<file path="src/rtl/pipe_pkg.sv">
// Shared definitions for the pipeline stage registers.
// Holds the per-boundary payload layouts (MEM/WB shown here), the skid
// buffer state encoding and a small helper used by the stage register.
// Stage wrappers pack and unpack their fields using the offsets below.
package pipe_pkg;

  // MEM/WB payload layout, LSB first: m2reg, wreg, rn, alu, mo
  localparam int unsigned MW_M2REG_BIT = 0;
  localparam int unsigned MW_WREG_BIT  = 1;
  localparam int unsigned MW_RN_LSB    = 2;
  localparam int unsigned MW_RN_W      = 5;
  localparam int unsigned MW_ALU_LSB   = MW_RN_LSB + MW_RN_W;
  localparam int unsigned MW_ALU_W     = 32;
  localparam int unsigned MW_MO_LSB    = MW_ALU_LSB + MW_ALU_W;
  localparam int unsigned MW_MO_W      = 32;
  localparam int unsigned MW_WIDTH     = MW_MO_LSB + MW_MO_W;  // 71

  typedef enum logic [1:0] {
    S_EMPTY = 2'd0,
    S_ONE   = 2'd1,
    S_FULL  = 2'd2
  } skid_state_t;

  // The stage can take another word unless both entries are occupied.
  function automatic logic skid_can_accept(input skid_state_t s);
    return (s != S_FULL);
  endfunction

endpackage

</file>
<file path="src/rtl/pipe_stage_reg_if.sv">
// Valid/ready payload bus around one pipeline stage register.
//   in_valid/in_data/in_ready    : upstream side of the stage
//   out_valid/out_data/out_ready : downstream side of the stage
// slave  : view taken by the stage register itself
// master : view taken by the surrounding stages (or a bench)
interface pipe_stage_reg_if
  import pipe_pkg::*;
#(
  parameter int unsigned WIDTH = MW_WIDTH
);
  logic             in_valid;
  logic [WIDTH-1:0] in_data;
  logic             in_ready;
  logic             out_valid;
  logic [WIDTH-1:0] out_data;
  logic             out_ready;

  modport master (
    output in_valid, in_data, out_ready,
    input  in_ready, out_valid, out_data
  );

  modport slave (
    input  in_valid, in_data, out_ready,
    output in_ready, out_valid, out_data
  );
endinterface

</file>
<file path="src/rtl/pipe_sat_cnt.sv">
// Saturating up-counter.
//   clk : rising-edge clock
//   clr : synchronous clear, highest priority
//   inc : count enable; the counter holds at all-ones
//   q   : current count
module pipe_sat_cnt #(
  parameter int unsigned W = 16
) (
  input  logic         clk,
  input  logic         clr,
  input  logic         inc,
  output logic [W-1:0] q
);
  always_ff @(posedge clk) begin
    if (clr)
      q <= '0;
    else if (inc && (q != '1))
      q <= q + W'(1);
  end
endmodule

</file>
<file path="src/rtl/pipe_stage_reg.sv">
// Elastic pipeline stage register with valid/ready flow control.
// Ports:
//   clk       : rising-edge clock
//   clrn      : synchronous active-high reset
//   flush     : drop every held entry (data registers keep their contents)
//   bus       : payload handshake bus (slave view), see pipe_stage_reg_if
//   stall_cnt : saturating count of cycles with out_valid && !out_ready
// Build option PIPE_STAGE_SKID_EN: when defined, a 2-entry skid buffer with
// a registered in_ready; otherwise a single entry whose in_ready is
// combinational from out_ready.
module pipe_stage_reg
  import pipe_pkg::*;
#(
  parameter int unsigned      WIDTH     = MW_WIDTH,
  parameter logic [WIDTH-1:0] RESET_VAL = '0,
  parameter int unsigned      CNT_W     = 16
) (
  input  logic             clk,
  input  logic             clrn,
  input  logic             flush,
  pipe_stage_reg_if.slave  bus,
  output logic [CNT_W-1:0] stall_cnt
);

  logic             out_valid_q;
  logic [WIDTH-1:0] main_q;
  logic             in_ready_w;
  logic             in_xfer;
  logic             out_xfer;

  assign in_xfer  = bus.in_valid && in_ready_w;
  assign out_xfer = out_valid_q && bus.out_ready;

`ifdef PIPE_STAGE_SKID_EN
  skid_state_t      state_q, state_d;
  logic [WIDTH-1:0] skid_q;
  logic             in_ready_q;
  logic             out_valid_d;
  logic             in_ready_d;

  assign in_ready_w = in_ready_q;

  // State register; out_valid and in_ready are flopped from the next state
  // so that in_ready has no path from out_ready.
  always_ff @(posedge clk) begin
    if (clrn) begin
      state_q     <= S_EMPTY;
      out_valid_q <= 1'b0;
      in_ready_q  <= 1'b1;
    end else begin
      state_q     <= state_d;
      out_valid_q <= out_valid_d;
      in_ready_q  <= in_ready_d;
    end
  end

  always_comb begin
    state_d = state_q;
    if (flush) begin
      state_d = S_EMPTY;
    end else begin
      unique case (state_q)
        S_EMPTY: if (in_xfer) state_d = S_ONE;
        S_ONE: begin
          if (in_xfer && !out_xfer)      state_d = S_FULL;
          else if (!in_xfer && out_xfer) state_d = S_EMPTY;
        end
        S_FULL:  if (out_xfer) state_d = S_ONE;
        default: state_d = S_EMPTY;
      endcase
    end
  end

  always_comb begin
    out_valid_d = (state_d != S_EMPTY);
    in_ready_d  = skid_can_accept(state_d);
  end

  always_ff @(posedge clk) begin
    if (clrn) begin
      main_q <= RESET_VAL;
      skid_q <= RESET_VAL;
    end else if (!flush) begin
      unique case (state_q)
        S_EMPTY: if (in_xfer) main_q <= bus.in_data;
        S_ONE: begin
          if (in_xfer && out_xfer) main_q <= bus.in_data;
          else if (in_xfer)        skid_q <= bus.in_data;
        end
        S_FULL:  if (out_xfer) main_q <= skid_q;
        default: ;
      endcase
    end
  end
`else
  assign in_ready_w = !out_valid_q || bus.out_ready;

  always_ff @(posedge clk) begin
    if (clrn) begin
      out_valid_q <= 1'b0;
      main_q      <= RESET_VAL;
    end else if (flush) begin
      out_valid_q <= 1'b0;
    end else if (in_xfer) begin
      out_valid_q <= 1'b1;
      main_q      <= bus.in_data;
    end else if (out_xfer) begin
      out_valid_q <= 1'b0;
    end
  end
`endif

  assign bus.in_ready  = in_ready_w;
  assign bus.out_valid = out_valid_q;
  assign bus.out_data  = main_q;

  pipe_sat_cnt #(
    .W (CNT_W)
  ) u_stall_cnt (
    .clk (clk),
    .clr (clrn),
    .inc (out_valid_q && !bus.out_ready),
    .q   (stall_cnt)
  );

endmodule
</file>
<file path="src/flat_wrapper.sv">
// flat-port wrapper written by rule: the top's interface ports become plain ports
module pipe_stage_reg_flat import pipe_pkg::*;
#(
  parameter int unsigned      WIDTH     = MW_WIDTH,
  parameter logic [WIDTH-1:0] RESET_VAL = '0,
  parameter int unsigned      CNT_W     = 16
)
  (clk, clrn, flush, stall_cnt, bus_in_valid, bus_in_data, bus_out_ready, bus_in_ready, bus_out_valid, bus_out_data);
  pipe_stage_reg_if #(.WIDTH(WIDTH)) bus_i ();
  input  logic clk;
  input  logic clrn;
  input  logic flush;
  output logic [CNT_W-1:0] stall_cnt;
  input wire logic [$bits(bus_i.in_valid)-1:0] bus_in_valid;
  input wire logic [$bits(bus_i.in_data)-1:0] bus_in_data;
  input wire logic [$bits(bus_i.out_ready)-1:0] bus_out_ready;
  output wire logic [$bits(bus_i.in_ready)-1:0] bus_in_ready;
  output wire logic [$bits(bus_i.out_valid)-1:0] bus_out_valid;
  output wire logic [$bits(bus_i.out_data)-1:0] bus_out_data;
  assign bus_i.in_valid = bus_in_valid;
  assign bus_i.in_data = bus_in_data;
  assign bus_i.out_ready = bus_out_ready;
  assign bus_in_ready = bus_i.in_ready;
  assign bus_out_valid = bus_i.out_valid;
  assign bus_out_data = bus_i.out_data;
  pipe_stage_reg #(.WIDTH(WIDTH), .RESET_VAL(RESET_VAL), .CNT_W(CNT_W)) u_core (.clk(clk), .clrn(clrn), .flush(flush), .bus(bus_i), .stall_cnt(stall_cnt));
endmodule
</file>
<file path="config.mk">
export PLATFORM = sky130hd
export DESIGN_NAME = pipe_stage_reg_flat
export DESIGN_NICKNAME = d
export VERILOG_FILES = /design/src/rtl/pipe_pkg.sv /design/src/rtl/pipe_stage_reg_if.sv /design/src/rtl/pipe_sat_cnt.sv /design/src/rtl/pipe_stage_reg.sv /design/src/flat_wrapper.sv
export SDC_FILE = /design/constraint.sdc
export NUM_CORES = 1
export LEC_CHECK = 0
export CORE_AREA = 2 2 94 96
export CTS_CLUSTER_DIAMETER = 40
export DETAILED_ROUTE_END_ITERATION = 10
export DIE_AREA = 0 0 96 98
export MAX_ROUTING_LAYER = met4
export PLACE_DENSITY = 0.79
export SYNTH_ARGS = -nofsm -noshare
export SYNTH_HDL_FRONTEND = slang
export SYNTH_SLANG_ARGS = --single-unit
export TNS_END_PERCENT = 20
</file>
<file path="constraint.sdc">
create_clock -name clk -period 2.1 [get_ports clk]
set_input_delay 0.315 -clock clk [delete_from_list [all_inputs] [get_ports clk]]
set_output_delay 0.315 -clock clk [all_outputs]
set_load 0.03 [all_outputs]
</file>
==> results of run 1 <==
-- through the flow --
step / setup WS [ns] / std cells / TNS [ns]
6_report: 0.168 / 685 / 0
2_1_floorplan: 0.101 / 412 / 0
5_1_grt: 0.0458 / 685 / 0
3_3_place_gp: -0.0173 / 669 / -0.0173
3_5_place_dp: -0.0626 / 669 / -0.0895
4_1_cts: 0.158 / 685 / 0
-- synth_stat cells --
library cell and n:
sky130_fd_sc_hd__nand2_1 147, sky130_fd_sc_hd__dfxtp_1 88, sky130_fd_sc_hd__a21oi_1 84, sky130_fd_sc_hd__clkbuf_1 26, sky130_fd_sc_hd__o31ai_1 7, sky130_fd_sc_hd__nand4_1 6, sky130_fd_sc_hd__o21ai_0 5, sky130_fd_sc_hd__or3_1 5
sky130_fd_sc_hd__or4_1 5, sky130_fd_sc_hd__inv_1 4, sky130_fd_sc_hd__nor2_1 4, sky130_fd_sc_hd__nor3_1 4, sky130_fd_sc_hd__nor4_1 4, sky130_fd_sc_hd__mux2_2 2, sky130_fd_sc_hd__nand3b_1 2, sky130_fd_sc_hd__nor2b_1 2
sky130_fd_sc_hd__or2_2 2, sky130_fd_sc_hd__a211oi_1 1, sky130_fd_sc_hd__a311oi_1 1, sky130_fd_sc_hd__a31oi_1 1, sky130_fd_sc_hd__and2_2 1, sky130_fd_sc_hd__and2b_1 1, sky130_fd_sc_hd__and3_1 1, sky130_fd_sc_hd__and4b_1 1
sky130_fd_sc_hd__buf_2 1, sky130_fd_sc_hd__ha_1 1, sky130_fd_sc_hd__nand3_1 1, sky130_fd_sc_hd__nand4_2 1, sky130_fd_sc_hd__nor3b_1 1, sky130_fd_sc_hd__or2_1 1, sky130_fd_sc_hd__or3_4 1, sky130_fd_sc_hd__or4_2 1
-- sequential cells by signal, indices dropped and copies added, names as in the netlist --
name,flops
u_core.bus.out_valid,1
u_core.u_stall_cnt.q,16
u_core.bus.out_data,71
-- layout make-up --
class | instances | area, um2
Fill cell | 759 | 3200
Sequential cell | 88 | 1760
Timing Repair Buffer | 176 | 1750
Multi-Input combinational cell | 293 | 1400
Clock buffer | 10 | 138
Tap cell | 108 | 135
Clock inverter | 6 | 68.8
Inverter | 4 | 15.0
-- power by group --
part / internal, mW / switching (mW)
clock: 0.584 / 0.606
sequential: 1.73 / 0.0317
combinational: 0.280 / 0.292
-- cells in the final DEF (no fill, tap or decap), types with 2 or more instances in the layout --
master / Yosys / final
sky130_fd_sc_hd__mux2_2: 2 / 2
sky130_fd_sc_hd__or4_1: 5 / 5
sky130_fd_sc_hd__nand2_1: 147 / 147
sky130_fd_sc_hd__nor2_1: 4 / 4
sky130_fd_sc_hd__clkdlybuf4s50_1: 0 / 162
sky130_fd_sc_hd__nor4_1: 4 / 4
sky130_fd_sc_hd__nor2b_1: 2 / 2
sky130_fd_sc_hd__clkinvlp_4: 0 / 4
sky130_fd_sc_hd__buf_12: 0 / 2
sky130_fd_sc_hd__or2_2: 2 / 2
sky130_fd_sc_hd__buf_4: 0 / 11
sky130_fd_sc_hd__clkbuf_8: 0 / 10
sky130_fd_sc_hd__nand3b_1: 2 / 2
sky130_fd_sc_hd__nor3_1: 4 / 4
sky130_fd_sc_hd__inv_1: 4 / 4
sky130_fd_sc_hd__or3_1: 5 / 5
sky130_fd_sc_hd__nand4_1: 6 / 6
sky130_fd_sc_hd__a21oi_1: 84 / 84
sky130_fd_sc_hd__o31ai_1: 7 / 7
sky130_fd_sc_hd__dfxtp_1: 88 / 88
sky130_fd_sc_hd__o21ai_0: 5 / 5
-- cell families after synthesis --
| group | Yosys count |
|---|---|
| simple gates | 191 |
| mux | 2 |
| buf+inv | 31 |
| fa+ha+maj | 1 |
| compound gates | 99 |
| flops | 88 |
-- worst max-delay path by stage --
stage,from,to,slack [ns],depth (start not counted)
3_5_place_dp,bus_out_ready,u_core.u_stall_cnt.q[14],-0.06,6
5_1_grt,u_core.u_stall_cnt.q[1],u_core.u_stall_cnt.q[14],0.05,5
6_report,u_core.u_stall_cnt.q[0],u_core.u_stall_cnt.q[14],0.17,5
3_3_place_gp,bus_out_ready,u_core.u_stall_cnt.q[14],-0.02,6
4_1_cts,u_core.u_stall_cnt.q[0],u_core.u_stall_cnt.q[14],0.16,5
2_1_floorplan,u_core.u_stall_cnt.q[0],u_core.u_stall_cnt.q[14],0.10,5
-- routing by layer --
layer | wire (um) | vias up | GRT usage, %
li1 | - | 1703 | -
met1 | 3790 | 1575 | 23.5
met2 | 4540 | 116 | 33.9
met3 | 692 | 19 | 6.10
met4 | 242 | 0 | 7.91
met5 | 0 | - | -
-- worst max-delay path, stage by stage, from the launching register on --
cell	delay, ns
sky130_fd_sc_hd__dfxtp_1	0.39
sky130_fd_sc_hd__ha_1	0.19
sky130_fd_sc_hd__nand3_1	0.21
sky130_fd_sc_hd__or3_1	0.39
sky130_fd_sc_hd__nor4_1	0.29
sky130_fd_sc_hd__mux2_2	0.36
==> flow_metrics.env, run 1 <==
export IMPL_run_status="completed"
export IMPL_grt_start_max_net_pins=46
export IMPL_chipHeight_um=98
export IMPL_hold_start="u_core.bus.out_data[24]"
export IMPL_ff2ff_path_depth=5
export IMPL_clock_tree_buffer_depth=2
export IMPL_power_mw=3.53
export IMPL_hold_depth=2
export IMPL_yosys_mux_area_fraction_pct=0.688
export IMPL_wl_per_cell_um=13.5
export IMPL_timing_final_crit_share_pct=92.0
export IMPL_synth_seq_area_share_pct=53.8
export IMPL_setup_violations=0
export IMPL_grt_pass1_vias=3351
export IMPL_critical_path_max_fanout=7
export IMPL_worstSetupEndpointType="register"
export IMPL_cellLeakagePower_nw=1.83
export IMPL_synth_top_area_share_pct=53.8
export IMPL_ant_nets=0
export IMPL_synthesis_area_um2=3280
export IMPL_synth_area_top_cells="sky130_fd_sc_hd__dfxtp_1 (54%), sky130_fd_sc_hd__nand2_1 (17%), sky130_fd_sc_hd__a21oi_1 (13%)"
export IMPL_worstSetupStartpointType="register"
export IMPL_max_slew_violation_count=0
export IMPL_post_synth_and_or_nand_nor_area_fraction_pct=25.7
export IMPL_setup_worst_path_class="register to register"
export IMPL_antenna_found_initial=0
export IMPL_synth_adder_area_share_pct=0.382
export IMPL_final_hold_viol_count=0
export IMPL_detailedRoute_firstIterationViolations=102
export IMPL_drt_pre_antenna_iters=4
export IMPL_synth_xor_area_share_pct=0
export IMPL_tightest_slew_ns=0.570
export IMPL_post_cts_setup_buffer_count=0
export IMPL_timing_critical_path_required_ns=2.33
export IMPL_worstReg2RegStart="u_core.u_stall_cnt.q[0]"
export IMPL_worst_ir_drop_vdd_mv=0.337
export IMPL_power_per_cell_area_nw_per_um2=669
export IMPL_clk_insertion_delay_late_ns=0.34
export IMPL_fmaxAchievable_mhz=518
export IMPL_num_rows=34
export IMPL_reg2reg_slack_ns=0.17
export IMPL_area_of_the_die_um2=9410
export IMPL_cap_violations=0
export IMPL_synth_seq_cells=88
export IMPL_design_core_area_um2=8470
export IMPL_finalWorstPathRequiredPeriod_ns=1.93
export IMPL_cts_reportedPaths_clkPinSlew_ns=0.09
export IMPL_io_buffer_count=164
export IMPL_grt_overflow=0
export IMPL_grt_setup_unrepaired="no"
export IMPL_holdPathEnd="u_core.bus.out_data[24]"
export IMPL_grt_pass1_wl_um=15200
export IMPL_viasPerCell=4.98
export IMPL_io_pins=165
export IMPL_tritoncts="done"
export IMPL_width_of_the_chip_um=96
export IMPL_place_congestion=0.810
export IMPL_layout_cell_area_non_filler_um2=5270
export IMPL_antenna_cells=0
export IMPL_post_route_drc_count=0
export IMPL_finish_net_count=649
export IMPL_detailed_route_via_count=3413
export IMPL_layout_drive_gt1_share_pct=6.76
export IMPL_final_core_util_pct=62.2
export IMPL_clock_sinks=88
export IMPL_holdBufCountCts=0
export IMPL_synth_top_family_by_area="simple AND/OR/NAND/NOR gates"
export IMPL_grtUsageTotal_pct=20.7
export IMPL_synth_cells=412
export IMPL_mappedNetlistNets=489
export IMPL_cts_root_buffer_cell="sky130_fd_sc_hd__clkbuf_8"
export IMPL_post_synth_num_cell_types=32
export IMPL_cp_arrival_ns=2.17
export IMPL_routed_wirelength_um=9270
export IMPL_synth_area_leader="sky130_fd_sc_hd__dfxtp_1"
export IMPL_numCtsBuffers=9
export IMPL_htree_num_levels=3
export IMPL_syn_to_final_growth_pct=60.8
export IMPL_holdWs_ns=0.455
export IMPL_yosys_warnings=0
export IMPL_fin_skew_ns=0.0120
export IMPL_synth_area_per_cell_um2=7.95
export IMPL_timing_slew_headroom_pct=62.0
export IMPL_post_cts_resized=0
export IMPL_initial_core_util_pct=38.7
export IMPL_placement_cell_area_um2=5060
export IMPL_reg2reg_to="u_core.u_stall_cnt.q[14]"
export IMPL_fraction_of_the_mapped_netlist_area_in_compound_gates_pct=15.9
export IMPL_place_hpwl_um=6640
export IMPL_type_of_the_tightest_min_delay_check="register to register"
No activity file was read; power rests on OpenSTA's default activity.
==> run 2, diff against run 1 <==
--- a/config.mk
+++ b/config.mk
@@ -5,12 +5,14 @@
 export SDC_FILE = /design/constraint.sdc
 export NUM_CORES = 1
 export LEC_CHECK = 0
-export CORE_AREA = 2 2 94 96
+export CORE_AREA = 2 2 93 95
+export CTS_BUF_LIST = sky130_fd_sc_hd__clkbuf_8
 export CTS_CLUSTER_DIAMETER = 40
 export DETAILED_ROUTE_END_ITERATION = 10
-export DIE_AREA = 0 0 96 98
+export DIE_AREA = 0 0 95 97
+export HOLD_SLACK_MARGIN = 0.12
 export MAX_ROUTING_LAYER = met4
-export PLACE_DENSITY = 0.79
+export PLACE_DENSITY = 0.8
 export SYNTH_ARGS = -nofsm -noshare
 export SYNTH_HDL_FRONTEND = slang
 export SYNTH_SLANG_ARGS = --single-unit
==> run 2 against run 1 <==
Against the previous run: hold slack worse by 0.074 ns; largest cell class is now non-clock buffers; worst setup slack improved by 0.042 ns; highest routed layer unchanged; critical path depth up 1; wire length increased by 4.0%; via count grew 0.47%; combinational power is essentially flat; cell count decreased by 0.15%.
==> flow_metrics.env, run 2 (same netlist as run 1, synthesis figures left out) <==
export IMPL_run_status="completed"
export IMPL_power_per_cell_area_nw_per_um2=694
export IMPL_grtUsageTotal_pct=21.4
export IMPL_timing_final_crit_share_pct=90.0
export IMPL_width_of_the_chip_um=95
export IMPL_max_slew_violation_count=0
export IMPL_routed_wirelength_um=9640
export IMPL_syn_to_final_growth_pct=62.4
export IMPL_place_congestion=0.902
export IMPL_cellLeakagePower_nw=1.87
export IMPL_cts_root_buffer_cell="sky130_fd_sc_hd__clkbuf_8"
export IMPL_chipHeight_um=97
export IMPL_design_core_area_um2=8130
export IMPL_io_buffer_count=164
export IMPL_worst_ir_drop_vdd_mv=0.410
export IMPL_htree_num_levels=3
export IMPL_pre_cts_setup_slack_ns=-0.0538
export IMPL_place_hpwl_um=6940
export IMPL_initial_core_util_pct=40.3
export IMPL_ant_nets=0
export IMPL_worstSetupStartpointType="register"
export IMPL_antenna_cells=0
export IMPL_finalWorstSetupSlack_ns=0.210
export IMPL_timing_critical_path_required_ns=2.38
export IMPL_place_detailed_instances=670
export IMPL_fillers=723
export IMPL_grt_setup_unrepaired="no"
export IMPL_fmaxAchievable_mhz=529
export IMPL_register_area_um2=1760
export IMPL_drt_pre_antenna_iters=4
export IMPL_grt_pass1_wl_um=15400
export IMPL_final_hold_viol_count=0
export IMPL_grt_pass1_vias=3283
export IMPL_commonest_cells_after_routing_fill_and_taps_aside="sky130_fd_sc_hd__clkdlybuf4s50_1 (162), sky130_fd_sc_hd__nand2_1 (147), sky130_fd_sc_hd__dfxtp_1 (88)"
export IMPL_worstSetupEndpointType="register"
export IMPL_post_cts_setup_buffer_count=0
export IMPL_finalWorstPathRequiredPeriod_ns=1.89
export IMPL_clock_sinks=88
export IMPL_holdBufCountCts=0
export IMPL_clk_insertion_delay_late_ns=0.35
export IMPL_antenna_found_initial=0
export IMPL_tightest_slew_ns=0.420
export IMPL_timing_slew_headroom_pct=72.0
export IMPL_finish_net_count=653
export IMPL_clock_tree_buffer_depth=2
export IMPL_critical_path_max_fanout=5
export IMPL_grt_overflow=0
export IMPL_num_rows=33
export IMPL_type_of_the_tightest_min_delay_check="input port to register"
export IMPL_largest_register_ffs=71
export IMPL_layout_commonest_cell="sky130_fd_sc_hd__clkdlybuf4s50_1"
export IMPL_power_mw=3.69
export IMPL_final_cells=684
export IMPL_detailedRoute_firstIterationViolations=109
export IMPL_multiInputGateArea_um2=1400
export IMPL_grt_start_max_net_pins=72
export IMPL_io_pins=165
export IMPL_tritoncts="done"
export IMPL_cp_arrival_ns=2.17
export IMPL_setup_violations=0
export IMPL_viasPerCell=5.01
export IMPL_layout_drive_gt1_share_pct=7.08
export IMPL_detailed_route_via_count=3429
export IMPL_post_cts_resized=0
export IMPL_area_of_the_die_um2=9220
export IMPL_post_route_drc_count=0
export IMPL_numCtsBuffers=9
export IMPL_wl_per_cell_um=14.1
export IMPL_cap_violations=0
export IMPL_fin_skew_ns=0.00812
export IMPL_cts_reportedPaths_clkPinSlew_ns=0.08
export IMPL_setup_worst_path_class="register to register"
run 2: cell types whose count changed in the layout (fill, tap and decap cells not counted):
cell and change:
sky130_fd_sc_hd__buf_4 +4, sky130_fd_sc_hd__bufinv_16 +2, sky130_fd_sc_hd__clkbuf_8 -1, sky130_fd_sc_hd__clkinv_4 -1
sky130_fd_sc_hd__clkinvlp_4 -3, sky130_fd_sc_hd__inv_6 +1
run 2: critical path: stages, from the launching register on:
cell,delay [ns]
sky130_fd_sc_hd__dfxtp_1,0.40
sky130_fd_sc_hd__ha_1,0.19
sky130_fd_sc_hd__nand3_1,0.17
sky130_fd_sc_hd__buf_4,0.19
sky130_fd_sc_hd__or2_1,0.23
sky130_fd_sc_hd__or4_1,0.50
sky130_fd_sc_hd__a21oi_1,0.15
run 2: per-layer routing:
layer  share of wire (%)  global-route usage [%]  vias up
li1                    -                       -     1709
met1                  41                    24.7     1576
met2                  50                    36.0      129
met3                 7.2                    6.23       15
met4                 1.7                    5.91        0
met5                   0                       -        -
run 2: layout make-up:
type / instances / area share, %
timing repair buffer: 180 / 33.5
sequential: 88 / 33.1
multi-input combinational: 293 / 26.3
tap: 105 / 2.47
clock buffer: 9 / 2.33
clock inverter: 5 / 2.00
inverter: 4 / 0.282
run 2: path summary, 6_finish.rpt:
check                                from                  endpoint  slack (ns)  cells past startpoint
hold / removal                       clrn   u_core.u_stall_cnt.q[0]        0.38                      2
setup reg to reg  u_core.u_stall_cnt.q[0]  u_core.u_stall_cnt.q[10]        0.21                      6
setup / recovery  u_core.u_stall_cnt.q[0]  u_core.u_stall_cnt.q[10]        0.21                      6
hold reg to reg   u_core.bus.out_data[15]   u_core.bus.out_data[15]        0.46                      2
run 2: stage by stage:
stage	TNS, ns	hold WS, ns	cell area (um2)	util, %
3_5_place_dp	-0.0998	0.446	5090	62.6
4_1_cts	0	0.359	5320	65.4
2_1_floorplan	0	0.394	3280	-
5_1_grt	0	0.379	5320	65.4
6_report	0	0.381	5320	65.4
3_3_place_gp	-0.0111	0.441	5090	62.6
run 2: report_power, final:
part / internal, mW / switching, mW
combinational: 0.279 / 0.295
sequential: 1.73 / 0.0316
clock: 0.782 / 0.574
total: 2.79 / 0.900
